`config.mk`:
```
export PLATFORM = sky130hd
export DESIGN_NAME = mips_hazard_ctrl
export DESIGN_NICKNAME = d
export VERILOG_FILES = /design/src/rtl/mips_hazard_ctrl.sv
export SDC_FILE = /design/constraint.sdc
export NUM_CORES = 1
export LEC_CHECK = 0
export ABC_AREA = 1
export CAP_MARGIN = 20
export CORE_MARGIN = 5
export CORE_UTILIZATION = 43
export CTS_BUF_LIST = sky130_fd_sc_hd__clkbuf_8
export CTS_CLUSTER_SIZE = 24
export DETAILED_ROUTE_END_ITERATION = 8
export PLACE_DENSITY_LB_ADDON = 0.15
export SLEW_MARGIN = 20
export SYNTH_ARGS = -nofsm -noshare
export SYNTH_HDL_FRONTEND = slang
export SYNTH_SLANG_ARGS = --single-unit
```
`constraint.sdc`:
```
create_clock -name clk -period 1.7 [get_ports clk]
set_clock_uncertainty 0.05 [all_clocks]
set_input_delay 0.17 -clock clk [delete_from_list [all_inputs] [get_ports clk]]
set_output_delay 0.17 -clock clk [all_outputs]
set_load 0.005 [all_outputs]
```
`src/rtl/mips_hazard_ctrl.sv`:
```
// Hazard and forwarding controller for the 5-stage MIPS pipeline: EX operand forwarding,
// load-use stall, branch flush, multi-cycle data-memory freeze and saturating event counters.
module mips_hazard_ctrl #(
    parameter int RA_W        = 5,
    parameter int MEM_LAT     = 1,
    parameter int FLUSH_DEPTH = 3,
    parameter int CNT_W       = 16
) (
    input  logic             clk,
    input  logic             rst,
    input  logic [RA_W-1:0]  id_rs,
    input  logic [RA_W-1:0]  id_rt,
    input  logic             id_uses_rt,
    input  logic [RA_W-1:0]  ex_rs,
    input  logic [RA_W-1:0]  ex_rt,
    input  logic             ex_mem_read,
    input  logic             ex_reg_write,
    input  logic [RA_W-1:0]  ex_write_reg,
    input  logic             mem_reg_write,
    input  logic [RA_W-1:0]  mem_write_reg,
    input  logic             wb_reg_write,
    input  logic [RA_W-1:0]  wb_write_reg,
    input  logic             mem_access,
    input  logic             branch_taken,
    input  logic             clr_cnt,
    output logic [1:0]       fwd_a,
    output logic [1:0]       fwd_b,
    output logic             pc_write,
    output logic             if_id_write,
    output logic             id_ex_bubble,
    output logic             if_id_flush,
    output logic             id_ex_flush,
    output logic             ex_mem_flush,
    output logic             mem_stall,
    output logic [CNT_W-1:0] stall_cnt,
    output logic [CNT_W-1:0] flush_cnt
);

    typedef enum logic [0:0] {
        ST_RUN     = 1'b0,
        ST_MEMWAIT = 1'b1
    } state_t;

    // First MEMWAIT count; the RUN cycle that sees the access already freezes once.
    localparam logic [3:0]       WAIT_INIT = (MEM_LAT > 1) ? 4'(MEM_LAT - 2) : 4'd0;
    localparam logic             MULTI_CYC = (MEM_LAT > 1);
    localparam logic             FLUSH_IDEX = (FLUSH_DEPTH >= 2);
    localparam logic             FLUSH_EXMEM = (FLUSH_DEPTH >= 3);
    localparam logic [CNT_W-1:0] CNT_MAX = {CNT_W{1'b1}};
    localparam logic [CNT_W-1:0] CNT_ONE = {{(CNT_W-1){1'b0}}, 1'b1};

    // EX/MEM result is younger than MEM/WB, so it takes precedence.
    function automatic logic [1:0] fwd_sel(
        input logic            m_wr,
        input logic [RA_W-1:0] m_reg,
        input logic            w_wr,
        input logic [RA_W-1:0] w_reg,
        input logic [RA_W-1:0] src
    );
        logic [1:0] sel;
        if (m_wr && (m_reg != '0) && (m_reg == src)) begin
            sel = 2'b10;
        end else if (w_wr && (w_reg != '0) && (w_reg == src)) begin
            sel = 2'b01;
        end else begin
            sel = 2'b00;
        end
        return sel;
    endfunction

    function automatic logic [CNT_W-1:0] sat_next(
        input logic             clr,
        input logic             inc,
        input logic [CNT_W-1:0] cur
    );
        logic [CNT_W-1:0] nxt;
        if (clr) begin
            nxt = '0;
        end else if (inc && (cur != CNT_MAX)) begin
            nxt = cur + CNT_ONE;
        end else begin
            nxt = cur;
        end
        return nxt;
    endfunction

    state_t           state_r, state_nx_s;
    logic [3:0]       wait_cnt_r, wait_cnt_nx_s;
    logic             mem_stall_s;
    logic             lu_s;
    logic             fl_s;
    logic             stall_evt_s;
    logic [CNT_W-1:0] stall_cnt_r, flush_cnt_r;

    assign fwd_a = fwd_sel(mem_reg_write, mem_write_reg, wb_reg_write, wb_write_reg, ex_rs);
    assign fwd_b = fwd_sel(mem_reg_write, mem_write_reg, wb_reg_write, wb_write_reg, ex_rt);

    assign lu_s = ex_mem_read && ex_reg_write && (ex_write_reg != '0) &&
                  ((ex_write_reg == id_rs) || (id_uses_rt && (ex_write_reg == id_rt)));
    assign fl_s        = branch_taken && !mem_stall_s;
    assign stall_evt_s = (lu_s && !fl_s) || mem_stall_s;

    // Memory-latency FSM: next state, wait count and freeze request.
    always_comb begin
        state_nx_s    = state_r;
        wait_cnt_nx_s = wait_cnt_r;
        mem_stall_s   = 1'b0;
        case (state_r)
            ST_RUN: begin
                if (mem_access && MULTI_CYC) begin
                    mem_stall_s   = 1'b1;
                    state_nx_s    = ST_MEMWAIT;
                    wait_cnt_nx_s = WAIT_INIT;
                end else begin
                    state_nx_s = ST_RUN;
                end
            end
            ST_MEMWAIT: begin
                if (wait_cnt_r != 4'd0) begin
                    mem_stall_s   = 1'b1;
                    wait_cnt_nx_s = wait_cnt_r - 4'd1;
                end else begin
                    state_nx_s = ST_RUN;
                end
            end
            default: begin
                state_nx_s    = ST_RUN;
                wait_cnt_nx_s = 4'd0;
            end
        endcase
    end

    // Pipeline-register controls; freeze beats flush, flush beats load-use.
    always_comb begin
        pc_write     = 1'b1;
        if_id_write  = 1'b1;
        id_ex_bubble = 1'b0;
        if_id_flush  = 1'b0;
        id_ex_flush  = 1'b0;
        ex_mem_flush = 1'b0;
        if (mem_stall_s) begin
            pc_write    = 1'b0;
            if_id_write = 1'b0;
        end else if (fl_s) begin
            if_id_flush  = 1'b1;
            id_ex_flush  = FLUSH_IDEX;
            ex_mem_flush = FLUSH_EXMEM;
        end else if (lu_s) begin
            pc_write     = 1'b0;
            if_id_write  = 1'b0;
            id_ex_bubble = 1'b1;
        end else begin
            pc_write = 1'b1;
        end
    end

    assign mem_stall = mem_stall_s;
    assign stall_cnt = stall_cnt_r;
    assign flush_cnt = flush_cnt_r;

    // FSM state and saturating statistics counters.
    always_ff @(posedge clk or negedge rst) begin
        if (!rst) begin
            state_r     <= ST_RUN;
            wait_cnt_r  <= 4'd0;
            stall_cnt_r <= '0;
            flush_cnt_r <= '0;
        end else begin
            state_r     <= state_nx_s;
            wait_cnt_r  <= wait_cnt_nx_s;
            stall_cnt_r <= sat_next(clr_cnt, stall_evt_s, stall_cnt_r);
            flush_cnt_r <= sat_next(clr_cnt, fl_s, flush_cnt_r);
        end
    end

endmodule

```
* After elaboration in Yosys (flattened, before gate mapping) *
Cells that the tools add are included.

storage, ports and cells
  bits of input ports = 45
  flip-flop bits (word level) = 37

cells by class
  equality and inequality tests = 8
  multiplexer cells = 19
  add/sub/neg operators = 3
  reductions and logical operators = 25
  bitwise logic cells = 1

operators by type and width
  kind                                               number
  two-way mux 16 bit                                 4
  adder 16 x 1 -> 16 bit (second input constant)     2
  != test 16 bit (second input constant)             2
  == test 5 bit                                      6
  nonzero test 5 bit                                 3
  logical AND 1 bit                                  14
  two-way mux 1 bit                                  12
  two-way mux 2 bit                                  2
  nonzero test 2 bit                                 2
  nonzero test 4 bit                                 1
  subtractor 4 x 1 -> 4 bit (second input constant)  1
  logical NOT 1 bit                                  2
  logical OR 1 bit                                   2
  case mux 1 bit (2 select lines)                    1
  AND reduction 2 bit                                1
  NOT 1 bit                                          1

* Depth between registers and ports, before layout *
  depth after elaboration = 11
  gate-level depth with buffers = 13
  gate-level depth less buffers = 12

* Worst setup path after synthesis *
No wires, ideal clock.

  path kind = register -> output
  start = reg wait_cnt_r[0]
  end = out pc_write
  cell stages (with the launch flop) = 13
  arrival = 1.648 ns
  buffers on the path = 2
  slack = -0.168 ns
  path through = dfrtp_1 inv_1 ha_1 nand3_2 nand2_2 inv_2 nor2_4 nor2_1 nand2_1 nand2_2 buf_2 inv_1 buf_4

between the ends
  word-level cells in the longest chain between the ends = 7

RTL lines
  what                    RTL line  text
  start, declared         88        logic [3:0] wait_cnt_r, wait_cnt_nx_s;
  start signal, assigned  170       wait_cnt_r <= wait_cnt_nx_s;
  nonzero test 4 bit (*)  119       if (wait_cnt_r != 4'd0) begin
  two-way mux 1 bit (*)   119
  two-way mux 1 bit (*)   108       case (state_r)
  net mem_stall           34        output logic mem_stall,
  logical NOT 1 bit       100       assign fl_s = branch_taken && !mem_stall_s;
  logical AND 1 bit       100
  two-way mux 1 bit       --
  two-way mux 1 bit (*)   --
  end, declared           28        output logic pc_write,

The timed path passes the listed nets; every way through them passes the cells marked *.

* Worst setup path after layout *
  start = reg wait_cnt_r[1]
  end = out ex_mem_flush

between the ends
  word-level cells in the longest chain between the ends = 7

RTL lines
  what                    RTL line  text
  nonzero test 4 bit (*)  119
  two-way mux 1 bit (*)   119
  two-way mux 1 bit (*)   108
  logical NOT 1 bit       100
  logical AND 1 bit       100
  two-way mux 1 bit       144       end else if (fl_s) begin
  two-way mux 1 bit (*)   141       if (mem_stall_s) begin
  end, declared           33        output logic ex_mem_flush,

Every way passes the cells marked *; elsewhere a longest branch is shown, timed or not.

==> summary by stage <==
Outcome
The run finished, with violations left. The checks that failed: setup timing.

Die
The number of core rows is 29. The die boundary height is 89.6 µm. The area of the core is 6240 µm².

The die area is 8030 µm². For this design the top-level I/O count stands at 88. The initial core utilization is 0.437.

The chip width is 89.6 µm.

Placement
In this run the cell area measured after placement is 3940 µm². The worst slack after detailed placement is -0.400 ns. Routability-driven placement finished with a final weighted congestion of 0.829. Detailed placement finished with a half-perimeter wire length of 6000 µm. The count of buffers from port buffering is 86. In this run, placement finished with an instance count of 585.

Final layout
The final antenna diode count is 0. For this run, the post-layout net count is 573. Relative to the synthesized area, the layout overhead comes to 54.8%. The final non-filler cell total is 603. Fill cells in the final layout number 545. The final standard cell area without fillers is 4220 µm². In the final layout, the share of cells above drive strength 1 is 0.203.

Detailed routing
The first detailed-routing pass took 4 iterations. The total length of routed wires is 7800 µm. The average wire per cell in the routed design is 12.9 µm. In the routed design, unresolved DRC markers number 0.

The via count is 3051. The initial detailed-routing violation count is 139. Dividing the detail-routed via count by the number of cells gives 5.06.

The count of nets left with antenna violations once routing finished came out at 0.

Clock network
The clock tree from TritonCTS is built. After clock tree synthesis, the clock-pin slew on the worst setup and hold paths is 0.08 ns. CTS placed an instance of sky130_fd_sc_hd__clkbuf_8 at the clock tree root. The tree built by TritonCTS fans out to 37 sinks. The H-tree was split into 2 levels. The number of buffers on the longest clock path is 2. Clock latency on the worst-skew pair, taken at its later pin, is 0.28 ns.

The number of CTS-inserted buffers is 5.

Yosys
For this run, the number of Yosys warnings is 0. Of the post-synthesis cell area, the part taken by muxes is 0. After synthesis, the largest family of logic cells by area is simple AND/OR/NAND/NOR gates.

Of the total synthesized cell area, the portion taken by XOR and XNOR cells is 0.106. The sequential element share of the synthesized area is 0.340. After synthesis, the mean cell area works out to 6.95 µm². The number of library cell types mapped by synthesis is 33. The synthesized netlist net count is 440. Synthesis inferred 37 register bits. Of the total synthesized cell area, the portion taken by AND, OR, NAND and NOR gates is 0.382. The instance count of the mapped netlist is 392. Summing every instance area after synthesis gives 2730 µm². The post-synthesis compound-gate area fraction is 0.0615.

The adder and majority cell fraction of the synthesized area is 0.0138.

Global routing
The pin count of the biggest net entering global routing is 38. The via count of the first global-routing pass is 3022. The global routing usage summed across all routing layers is 0.200. The number of antenna violations at the first check in global routing was 0. The remaining global-route overflow is 0.

The global-route wire length before repair is 13000 µm.

Setup path
The cell with the largest stage delay on the worst path is sky130_fd_sc_hd__dfrtp_1. The startpoint identified for the worst register-to-register timing path is wait_cnt_r[1]. The setup slack of the most critical reg-to-reg path is -0.05 ns.

The arrival time at the worst endpoint is 1.54 ns. The critical path is of the register to output port type. The end of the worst register-to-register path is stall_cnt[1]. STA classifies the critical path endpoint as an output port.

The critical path required time is 1.48 ns. The critical path goes through inv_2, ha_4, nand3_4, nand2_4, inv_4, nor2_4, buf_4, dlygate4sd2_1. The delay of the slowest cell on the worst path is 0.39 ns. STA classifies the critical path startpoint as a register. In this run the worst path has a maximum fanout of 4. The depth of the most critical reg-to-reg path is 14.

Timing
The count of final hold-check violations came to 0. Timing would allow up to 570 MHz. The number of setup violations in the final report is 18.

Setup repair after global routing could not meet its margin everywhere. The setup slack after layout is -0.0557 ns. The number of pins exceeding their max-slew limit in the final report is 0. The final critical-path required period is 1.76 ns. Measured against its own limit, the worst slew margin works out to 0.652. The actual slew at the worst max-slew pin is 0.518 ns. For the final routed database, the setup TNS stands at -0.529 ns. Of the available clock period, the critical path in the final layout requires 1.03.

Hold path
The tightest min-delay check is of the primary input to async pin type.

Power
The ratio of total power to cell area is 478 nW/µm². The worst supply voltage drop on vdd is 0.399 mV. Summed over all cells, the static leakage comes to 2.12 nW. Overall power consumption after layout is estimated at 2.02 mW.

Job
The reported max-cap violation count is 0.
==> synthesized netlist by cell type (all sizes together) <==
cell type | count | area [µm²]
nand2 | 104 | 405
inv | 52 | 195
nor2 | 46 | 198
dfrtp | 37 | 926
nand3 | 37 | 195
nand4 | 25 | 171
xor2 | 20 | 175
o21ai | 15 | 75.1
xnor2 | 13 | 114
nor3 | 9 | 45.0
a21oi | 8 | 40.0
buf | 8 | 53.8
clkbuf | 3 | 11.3
ha | 3 | 37.5
o31ai | 3 | 22.5
nor4 | 2 | 12.5
a22oi | 1 | 7.51
a31o | 1 | 8.76
a31oi | 1 | 6.26
and3 | 1 | 6.26
clkinv | 1 | 3.75
nor3b | 1 | 7.51
o21bai | 1 | 7.51
==> power by group <==
group	internal [mW]	total, mW	switching, mW
Sequential	0.884	0.887	0.00311
Clock	0.477	0.792	0.315
Combinational	0.174	0.339	0.165
==> metrics by stage <==
step / util / hold WS [ns]
after global routing: 0.676 / 0.464
after global placement: 0.631 / 0.202
final: 0.676 / 0.412
after detailed placement: 0.631 / 0.195
after CTS: 0.664 / 0.417
after floorplan: - / -0.176
==> worst max-delay path: cells and delay by family (launching register included) <==
| kind | cells | cell delay, ns |
|---|---|---|
| buf+inv | 4 | 0.51 |
| flops | 1 | 0.39 |
| simple gates | 3 | 0.21 |
| fa+ha+maj | 1 | 0.15 |
==> layout by cell type (no fill, tap or decap), types with 12 or more instances in the layout <==
cell type,netlist,layout
sky130_fd_sc_hd__xor2_1,20,20
sky130_fd_sc_hd__nand4_1,24,24
sky130_fd_sc_hd__nand3_1,35,34
sky130_fd_sc_hd__inv_1,47,41
sky130_fd_sc_hd__clkdlybuf4s50_1,0,56
sky130_fd_sc_hd__xnor2_1,13,12
sky130_fd_sc_hd__dlygate4sd2_1,0,17
sky130_fd_sc_hd__nand2_1,100,97
sky130_fd_sc_hd__buf_4,3,46
sky130_fd_sc_hd__dfrtp_1,37,37
sky130_fd_sc_hd__nor2_1,42,36
==> worst max-delay path by stage <==
stage / slack (ns) / start / end
global route: -0.17 / wait_cnt_r[1] / stall_cnt[13]
finish: -0.06 / wait_cnt_r[1] / ex_mem_flush
detailed placement: -0.40 / mem_write_reg[2] / fwd_a[1]
global placement: -0.40 / mem_write_reg[1] / fwd_a[1]
floorplan: -0.05 / wait_cnt_r[1] / pc_write
CTS: -0.09 / wait_cnt_r[0] / stall_cnt[13]
==> kinds of logic (layout without fill, tap and decap cells) <==
group,after synthesis,count (layout)
xor+xnor,33,33
simple gates,225,225
fa+ha+maj,3,3
compound gates,30,30
buf+inv,64,198
flops,37,37
==> what timing repair did <==
action                                  CTS  global route
buffers inserted                          7             3
hold endpoints to repair                 37             0
pin swaps                                18            15
resized for setup                        55            27
endpoints found under the setup margin   43            42
hold buffers                              1             0
gates cloned                              0             0
==> final cells by class <==
cell class | count | area, µm² | area share
multi-input cells | 291 | 1650 | 0.391
repair buffers | 137 | 1220 | 0.290
flip-flops and latches | 37 | 926 | 0.220
inverters | 53 | 204 | 0.0484
well taps | 77 | 96.3 | 0.0228
clock buffers | 6 | 82.6 | 0.0196
clock inverters | 2 | 37.5 | 0.00890
==> metal layers <==
layer  vias up  global-route usage  part of all wire  wire length [µm]
met2        99               0.340              0.48              3760
met4         0              0.0501            0.0065                51
met3         8              0.0511             0.076               590
met5         -                   0                 0                 0
li1       1536                   -                 -                 -
met1      1408               0.254              0.44              3400
==> sequential cells by signal, indices dropped and copies added (netlist names) <==
signal and cells:
wait_cnt_r 4, flush_cnt 16, stall_cnt 16, state_r 1
No activity file was read; power rests on OpenSTA's default activity.
